[src/rtl/qspi_pkg.sv]
// qspi_pkg: state encoding, per-byte period counts and output-enable patterns for the QSPI engine.
package qspi_pkg;

    typedef enum logic [2:0] {IDLE, SHIFT_LO, SHIFT_HI, DONE, OPEN, GAP} state_e;

    localparam logic [3:0] BITS_SINGLE = 4'd8;
    localparam logic [3:0] BITS_QUAD   = 4'd2;

    localparam logic [3:0] OE_SINGLE  = 4'b0001;
    localparam logic [3:0] OE_QUAD_WR = 4'b1111;
    localparam logic [3:0] OE_IN      = 4'b0000;

    // Single mode always drives sio[0], even on reads, so the command byte can ride along.
    function automatic logic [3:0] oe_for(input logic quad, input logic rd);
        return quad ? (rd ? OE_IN : OE_QUAD_WR) : OE_SINGLE;
    endfunction

endpackage

[src/rtl/qspi_sclk_phase.sv]
// qspi_sclk_phase: counts CLK_DIV cycles per SCLK half-period and flags the last cycle of each half.
module qspi_sclk_phase #(
    parameter int CLK_DIV = 1
) (
    input  logic clk,
    input  logic resetn,
    input  logic en_i,
    input  logic hi_i,
    output logic rise_o,
    output logic fall_o
);

    localparam int CW = CLK_DIV > 1 ? $clog2(CLK_DIV) : 1;

    logic [CW-1:0] cnt_q;
    logic          phase_end;

    assign phase_end = en_i && (cnt_q == CW'(CLK_DIV - 1));
    assign rise_o    = phase_end && !hi_i;
    assign fall_o    = phase_end && hi_i;

    always_ff @(posedge clk or negedge resetn) begin
        if (!resetn) cnt_q <= '0;
        else         cnt_q <= (phase_end || !en_i) ? '0 : cnt_q + 1'b1;
    end

endmodule

[src/rtl/qspi_multi_cs_engine.sv]
// qspi_multi_cs_engine: byte-per-request QSPI master sharing one sio bus across NUM_CS devices,
// each with its own CE and gated SCLK (mode 0).
module qspi_multi_cs_engine
    import qspi_pkg::*;
#(
    parameter int NUM_CS  = 2,
    parameter int CS_W    = NUM_CS > 1 ? $clog2(NUM_CS) : 1,
    parameter int CLK_DIV = 1,
    parameter int CE_GAP  = 2
) (
    input  logic              clk,
    input  logic              resetn,
    input  logic              req_valid,
    output logic              req_ready,
    input  logic [CS_W-1:0]   req_cs,
    input  logic              req_quad,
    input  logic              req_rd,
    input  logic              req_last,
    input  logic [7:0]        req_wdata,
    output logic              rsp_valid,
    output logic [7:0]        rsp_rdata,
    output logic              busy,
    output logic [NUM_CS-1:0] ce_n,
    output logic [NUM_CS-1:0] sclk,
    input  logic [3:0]        sio_i,
    output logic [3:0]        sio_o,
    output logic [3:0]        sio_oe
);

    localparam int GW = $clog2(CE_GAP + 1);

    state_e            state_q;
    logic [CS_W-1:0]   cs_q;
    logic              quad_q, rd_q, last_q;
    logic [7:0]        sh_q;
    logic [3:0]        bits_q;
    logic [GW-1:0]     gap_q;
    logic [NUM_CS-1:0] ce_n_q, sclk_q;
    logic [3:0]        sio_o_q, sio_oe_q;
    logic              rsp_valid_q;
    logic [7:0]        rsp_rdata_q;

    logic [NUM_CS-1:0] req_sel, cs_sel;
    logic [7:0]        sh_in;
    logic              rise, fall, accept;

    // An out-of-range cs decodes to no select line, so such a byte shifts with every CE and SCLK idle.
    always_comb begin
        req_sel = '0;
        cs_sel  = '0;
        for (int i = 0; i < NUM_CS; i++) begin
            req_sel[i] = req_cs == CS_W'(i);
            cs_sel[i]  = cs_q == CS_W'(i);
        end
    end

    assign sh_in     = quad_q ? {sh_q[3:0], sio_i} : {sh_q[6:0], sio_i[1]};
    assign req_ready = state_q == IDLE || state_q == OPEN;
    assign accept    = req_valid && req_ready;
    assign busy      = state_q != IDLE;

    assign ce_n      = ce_n_q;
    assign sclk      = sclk_q;
    assign sio_o     = sio_o_q;
    assign sio_oe    = sio_oe_q;
    assign rsp_valid = rsp_valid_q;
    assign rsp_rdata = rsp_rdata_q;

    qspi_sclk_phase #(.CLK_DIV(CLK_DIV)) u_phase (
        .clk    (clk),
        .resetn (resetn),
        .en_i   (state_q == SHIFT_LO || state_q == SHIFT_HI),
        .hi_i   (state_q == SHIFT_HI),
        .rise_o (rise),
        .fall_o (fall)
    );

    always_ff @(posedge clk or negedge resetn) begin
        if (!resetn) begin
            state_q     <= IDLE;
            cs_q        <= '0;
            quad_q      <= 1'b0;
            rd_q        <= 1'b0;
            last_q      <= 1'b0;
            sh_q        <= '0;
            bits_q      <= '0;
            gap_q       <= '0;
            ce_n_q      <= '1;
            sclk_q      <= '0;
            sio_o_q     <= '0;
            sio_oe_q    <= OE_IN;
            rsp_valid_q <= 1'b0;
            rsp_rdata_q <= '0;
        end else begin
            rsp_valid_q <= 1'b0;
            case (state_q)
                IDLE, OPEN: if (accept) begin
                    if (state_q == IDLE) begin
                        cs_q   <= req_cs;
                        ce_n_q <= ~req_sel;
                    end
                    quad_q   <= req_quad;
                    rd_q     <= req_rd;
                    last_q   <= req_last;
                    sh_q     <= req_wdata;
                    bits_q   <= req_quad ? BITS_QUAD : BITS_SINGLE;
                    sio_o_q  <= req_quad ? req_wdata[7:4] : {3'b000, req_wdata[7]};
                    sio_oe_q <= oe_for(req_quad, req_rd);
                    state_q  <= SHIFT_LO;
                end
                SHIFT_LO: if (rise) begin
                    sclk_q  <= cs_sel;
                    state_q <= SHIFT_HI;
                end
                SHIFT_HI: if (fall) begin
                    sclk_q <= '0;
                    sh_q   <= sh_in;
                    bits_q <= bits_q - 1'b1;
                    if (bits_q == 4'd1) begin
                        sio_o_q     <= '0;
                        sio_oe_q    <= OE_IN;
                        rsp_valid_q <= rd_q;
                        if (rd_q) rsp_rdata_q <= sh_in;
                        state_q     <= DONE;
                    end else begin
                        sio_o_q <= quad_q ? sh_in[7:4] : {3'b000, sh_in[7]};
                        state_q <= SHIFT_LO;
                    end
                end
                DONE: begin
                    gap_q   <= '0;
                    if (last_q) ce_n_q <= '1;
                    state_q <= last_q ? GAP : OPEN;
                end
                GAP: begin
                    gap_q <= gap_q + 1'b1;
                    if (gap_q == GW'(CE_GAP - 1)) state_q <= IDLE;
                end
                default: state_q <= IDLE;
            endcase
        end
    end

endmodule
[config.mk]
export PLATFORM = sky130hd
export DESIGN_NAME = qspi_multi_cs_engine
export DESIGN_NICKNAME = d
export VERILOG_FILES = /design/src/rtl/qspi_pkg.sv /design/src/rtl/qspi_sclk_phase.sv /design/src/rtl/qspi_multi_cs_engine.sv
export SDC_FILE = /design/constraint.sdc
export NUM_CORES = 1
export LEC_CHECK = 0
export ABC_AREA = 1
export CAP_MARGIN = 5
export CORE_MARGIN = 1.5
export CORE_UTILIZATION = 45
export DETAILED_ROUTE_END_ITERATION = 7
export HOLD_SLACK_MARGIN = 0.02
export PLACE_DENSITY = 0.71
export SLEW_MARGIN = 15
export SYNTH_ARGS = -nofsm -noshare
export SYNTH_HDL_FRONTEND = slang
export SYNTH_SLANG_ARGS = --single-unit
[constraint.sdc]
create_clock -name clk -period 1.5 [get_ports clk]
set_input_delay 0.3 -clock clk [delete_from_list [all_inputs] [get_ports clk]]
set_output_delay 0.3 -clock clk [all_outputs]
set_load 0.1 [all_outputs]
==> results of run 1 <==
-- repair_timing --
item | in CTS | in global routing
cloned | 0 | 1
endpoints found under the setup margin | 2 | 15
pin swaps | 1 | 3
hold buffers | 1 | 0
endpoints found under the hold margin | 11 | 0
gates resized for setup | 3 | 9
setup buffers | 3 | 1
-- Yosys cell counts --
cell type | n | area [um2]
dfrtp_1 | 38 | 951
nor2_1 | 11 | 41.3
conb_1 | 1 | 3.75
nand3b_1 | 2 | 15.0
a21boi_0 | 1 | 7.51
inv_2 | 3 | 11.3
nand3_4 | 2 | 35.0
ha_1 | 3 | 37.5
buf_2 | 2 | 10.0
nor2_4 | 3 | 33.8
nand2_4 | 1 | 11.3
buf_4 | 5 | 37.5
o21ai_0 | 19 | 95.1
o21ai_4 | 1 | 16.3
inv_1 | 26 | 97.6
o21ai_2 | 6 | 52.6
buf_6 | 2 | 22.5
nand3_1 | 20 | 100
clkinv_1 | 1 | 3.75
nand2_1 | 126 | 473
dfstp_2 | 2 | 52.6
nor3_1 | 1 | 5.00
a21oi_1 | 2 | 10.0
-- placed cells by master, fill, tap and decap left out, types with 3 or more instances in the layout --
cell type / n
buf_12: 25
buf_4: 10
clkbuf_8: 7
clkdlybuf4s50_1: 17
dfrtp_1: 35
dfrtp_2: 3
inv_1: 25
inv_2: 4
nand2_1: 123
nand3_1: 20
nand3_4: 3
nor2_1: 8
nor2_4: 4
o21ai_0: 19
o21ai_2: 6
-- path summary, 6_finish.rpt --
| kind | from | end | slack (ns) | depth (start not counted) |
|---|---|---|---|---|
| setup / recovery | state_q[1] | busy | -0.02 | 4 |
| hold / removal | resetn | gap_q[1] | 0.43 | 2 |
| setup reg to reg | state_q[1] | bits_q[1] | 0.07 | 7 |
| hold reg to reg | cs_q | sclk[0] | 0.46 | 1 |
| max in group asynchronous | resetn | state_q[0] | 0.62 | 3 |
| min in group clk | cs_q | sclk[0] | 0.46 | 1 |
-- registers in the layout, indices dropped and copies added (netlist names) --
| name | cells |
|---|---|
| bits_q | 4 |
| ce_n | 2 |
| cs_q | 1 |
| gap_q | 2 |
| last_q | 1 |
| quad_q | 1 |
| rd_q | 1 |
| rsp_rdata | 8 |
| rsp_valid | 1 |
| sclk | 2 |
| sh_q | 7 |
| sio_o | 4 |
| sio_oe | 2 |
| state_q | 3 |
| u_phase.cnt_q | 1 |
-- logic make-up after synthesis --
group / after synthesis
compound gates: 29
fa+ha+maj: 3
buf+inv: 39
flops: 40
other cells: 1
simple gates: 166
-- layer usage --
layer,wire length (um),GRT usage (%),part of all wire [%],vias up
met2,2320,32.8,46,54
met5,0,0,0,-
met4,114,8.81,2.3,0
met1,2300,28.4,46,896
met3,260,5.49,5.2,11
li1,-,-,-,973
-- critical path: cells and delay by family (launching register included) --
kind                   cells  cell delay, ns
DFF                        1            0.44
buffers and inverters      2            0.29
and+or+nand+nor            2            0.19
-- stage by stage --
| step | worst slack [ns] | util (%) |
|---|---|---|
| after floorplan | -0.286 | - |
| after global placement | 0.0757 | 64.7 |
| after detailed placement | 0.0166 | 64.7 |
| after CTS | -0.00268 | 68.4 |
| after global routing | -0.0442 | 69.4 |
| final | -0.0172 | 69.4 |
-- area by class of cell --
type / count / area [um2]
clock buffers: 7 / 96.3
clock inverters: 1 / 30.0
fillers: 333 / 1360
inverters: 30 / 113
multi-input cells: 200 / 991
flip-flops and latches: 40 / 1010
well taps: 52 / 65.1
repair buffers: 56 / 783
==> results.sh, run 1 <==
export IMPL_syn_inst=278
export IMPL_synth_xor_area_share_pct=0
export IMPL_synth_mux_area_share_pct=0
export IMPL_hold_slack_ns=0.428
export IMPL_pin_count=42
export IMPL_syn_nets=300
export IMPL_cts_root_buf="clkbuf_8"
export IMPL_arrival_ns=1.22
export IMPL_critPathLaunchType="register"
export IMPL_routedWlPerCell_um=13.0
export IMPL_avgViaCountPerCell=5.01
export IMPL_hold_path_class="primary input to async pin"
export IMPL_timing_fmax_mhz=659
export IMPL_cts_tree="built"
export IMPL_dr_total_vias=1934
export IMPL_grt_setup_unrepaired="true"
export IMPL_finalMaxSlewViolations=0
export IMPL_drive_gt1_share_pct=22.8
export IMPL_min_period_ns=1.52
export IMPL_drtPass1Iterations=6
export IMPL_worstPathRequired_ns=1.20
export IMPL_clk_path_buf_depth=2
export IMPL_grt_ovfl_total=0
export IMPL_synth_simple_area_share_pct=33.6
export IMPL_postRouteAntennaNets=0
export IMPL_grt_usage_pct=21.2
export IMPL_antenna_found_initial=0
export IMPL_start_util_pct=47.8
export IMPL_die_width_um=71.7
export IMPL_synth_fa_ha_area_share_pct=1.77
export IMPL_portBuffers=41
export IMPL_place_area_um2=2870
export IMPL_die_area_um2=5140
export IMPL_critPathKind="register to output port"
export IMPL_core_area_um2=4440
export IMPL_yosysWarnings=0
export IMPL_area_growth_pct=45.3
export IMPL_fp_dieH_um=71.7
export IMPL_h_tree_depth=2
export IMPL_diodes=0
export IMPL_avgSynthCellArea_um2=7.64
export IMPL_fin_skew_ns=0.00620
export IMPL_drv_cap=0
export IMPL_crit_chain="nor2_4 -> buf_6 -> nand2_8 -> buf_12"
export IMPL_finalHoldViolations=0
export IMPL_synth_top_family_by_area="simple AND/OR/NAND/NOR gates"
export IMPL_first_global_vias=1860
export IMPL_cp_slowest_cell="dfrtp_2"
export IMPL_setup_viol=1
export IMPL_violations="negative setup slack"
export IMPL_setup_slack_ns=-0.0172
export IMPL_fin_setup_tns_ns=-0.0172
export IMPL_dp_hpwl_mm=3.52
export IMPL_ys_seq_area_share_pct=47.3
export IMPL_grt_pass1_wl_mm=8.49
export IMPL_drc=0
export IMPL_drt_iter0_drc=138
export IMPL_cts_made_buffers=5
export IMPL_slowest_delay_ns=0.44
export IMPL_final_nets=355
export IMPL_place_congestion=0.841
export IMPL_cp_end_kind="output port"
export IMPL_crit_fanout=3
export IMPL_clkLatencyLatePin_ns=0.30
export IMPL_finalCritPeriodShare_pct=101
export IMPL_clk_pin_slew_ns=0.08
export IMPL_stdcell_count=386
export IMPL_clock_sinks=40
export IMPL_numPlacedInstances=372
export IMPL_num_rows=24
export IMPL_synth_compound_area_share_pct=8.54
export IMPL_grt_max_degree=28
export IMPL_outcome="finished with violations"
export IMPL_synth_area_um2=2120
export IMPL_ys_types=23
export IMPL_wirelength_mm=5.00
export IMPL_synth_seq_cells=40
export IMPL_design_area_um2=3090
Power of run 1 is left out: the tool's default activity adds up to more than one toggle a clock period on the data nets, which glitch-free logic cannot reach.
==> run 2: changes to the inputs <==
--- a/config.mk
+++ b/config.mk
@@ -6,9 +6,10 @@
 export NUM_CORES = 1
 export LEC_CHECK = 0
 export ABC_AREA = 1
-export CAP_MARGIN = 5
+export CORE_ASPECT_RATIO = 0.5
 export CORE_MARGIN = 1.5
 export CORE_UTILIZATION = 45
+export CTS_BUF_LIST = sky130_fd_sc_hd__clkbuf_2
 export DETAILED_ROUTE_END_ITERATION = 7
 export HOLD_SLACK_MARGIN = 0.02
 export PLACE_DENSITY = 0.71
==> results.sh, run 2 (synthesis gave the netlist of run 1 again) <==
export IMPL_clk_pin_slew_ns=0.23
export IMPL_violations="negative setup slack"
export IMPL_routedWlPerCell_um=13.8
export IMPL_crit_family="flip-flops"
export IMPL_setup_viol=4
export IMPL_stdcell_count=400
export IMPL_diodes=0
export IMPL_grt_usage_pct=21.7
export IMPL_drive_gt1_share_pct=27.7
export IMPL_post_place_ws_ns=-0.00172
export IMPL_drtPass1Iterations=5
export IMPL_largest_reg_flops=8
export IMPL_grt_pass1_wl_mm=8.57
export IMPL_finalCritPeriodShare_pct=110
export IMPL_clkLatencyLatePin_ns=0.42
export IMPL_fp_dieH_um=51.6
export IMPL_postRouteAntennaNets=0
export IMPL_setup_slack_ns=-0.149
export IMPL_grt_max_degree=25
export IMPL_cts_made_buffers=5
export IMPL_worst_path_buf_inv=1
export IMPL_hold_path_class="primary input to async pin"
export IMPL_cts_tree="built"
export IMPL_arrival_ns=1.35
export IMPL_cp_depth=3
export IMPL_finalHoldViolations=0
export IMPL_clk_path_buf_depth=2
export IMPL_layout_common_cells="nand2_1, dfrtp_1, buf_12"
export IMPL_min_period_ns=1.65
export IMPL_num_rows=17
export IMPL_first_global_vias=1913
export IMPL_place_congestion=0.927
export IMPL_finalMaxSlewViolations=0
export IMPL_drv_cap=0
export IMPL_grt_ovfl_total=0
export IMPL_h_tree_depth=2
export IMPL_pin_count=42
export IMPL_numPlacedInstances=376
export IMPL_die_area_um2=5160
export IMPL_slowest_delay_ns=0.48
export IMPL_fin_skew_ns=0.0297
export IMPL_critPathLaunchType="register"
export IMPL_critPathKind="register to output port"
export IMPL_cp_slowest_cell="dfrtp_2"
export IMPL_clock_sinks=40
export IMPL_portBuffers=41
export IMPL_outcome="finished with violations"
export IMPL_dp_hpwl_mm=3.65
export IMPL_worstPathRequired_ns=1.20
export IMPL_crit_fanout=3
export IMPL_die_width_um=100
export IMPL_hold_slack_ns=0.313
export IMPL_antenna_found_initial=0
export IMPL_n_fill_cell=346
export IMPL_final_nets=364
export IMPL_cp_end_kind="output port"
export IMPL_timing_fmax_mhz=606
export IMPL_wirelength_mm=5.53
export IMPL_r2r_cells=8
export IMPL_final_common_cell="nand2_1"
export IMPL_drc=0
export IMPL_core_area_um2=4470
export IMPL_area_growth_pct=48.9
export IMPL_avgViaCountPerCell=5.14
export IMPL_grt_setup_unrepaired="true"
export IMPL_cts_root_buf="clkbuf_2"
export IMPL_crit_chain="nor2_4 -> nand2_8 -> buf_12"
export IMPL_start_util_pct=47.5
export IMPL_dr_total_vias=2056
export IMPL_drt_iter0_drc=167
run 2: cell type report:
type                       count  area [um2]  area share, %
clock inverter                 2        35.0           1.11
tap                           57        71.3           2.26
sequential                    40        1010           31.9
clock buffer                   6        30.0          0.950
multi-input combinational    200        1020           32.2
timing repair buffer          65         880           27.8
inverter                      30         118           3.72
run 2: what timing repair did:
action | in CTS | in global routing
hold buffers | 1 | 0
cloned | 1 | 2
setup buffers | 4 | 8
endpoints found under the hold margin | 14 | 0
endpoints found under the setup margin | 8 | 21
resized for setup | 5 | 27
pin swaps | 2 | 8
run 2: routing by layer:
layer	share of wire [%]	global-route usage (%)
met4	1.1	8.45
met5	0	0
met3	7.2	4.44
met2	49	37.0
met1	42	27.8
run 2: stage by stage:
| stage | setup TNS (ns) | utilization [%] | instance area [um2] |
|---|---|---|---|
| 6_report | -0.294 | 70.8 | 3160 |
| 5_1_grt | -1.09 | 70.8 | 3160 |
| 4_1_cts | -0.308 | 67.0 | 2990 |
| 3_5_place_dp | -0.00172 | 64.0 | 2860 |
| 3_3_place_gp | 0 | 64.0 | 2860 |
| 2_1_floorplan | -5.16 | - | 2150 |
run 2: worst paths after layout:
| kind | to | startpoint | slack [ns] |
|---|---|---|---|
| max in group asynchronous | sio_oe[2] | resetn | 0.67 |
| hold reg to reg | sclk[0] | cs_q | 0.49 |
| hold / removal | sio_o[2] | resetn | 0.31 |
| setup / recovery | busy | state_q[1] | -0.15 |
| min in group clk | last_q | req_last | 0.41 |
| setup reg to reg | rsp_rdata[0] | state_q[0] | -0.01 |
Power of run 2 is left out for the same reason.
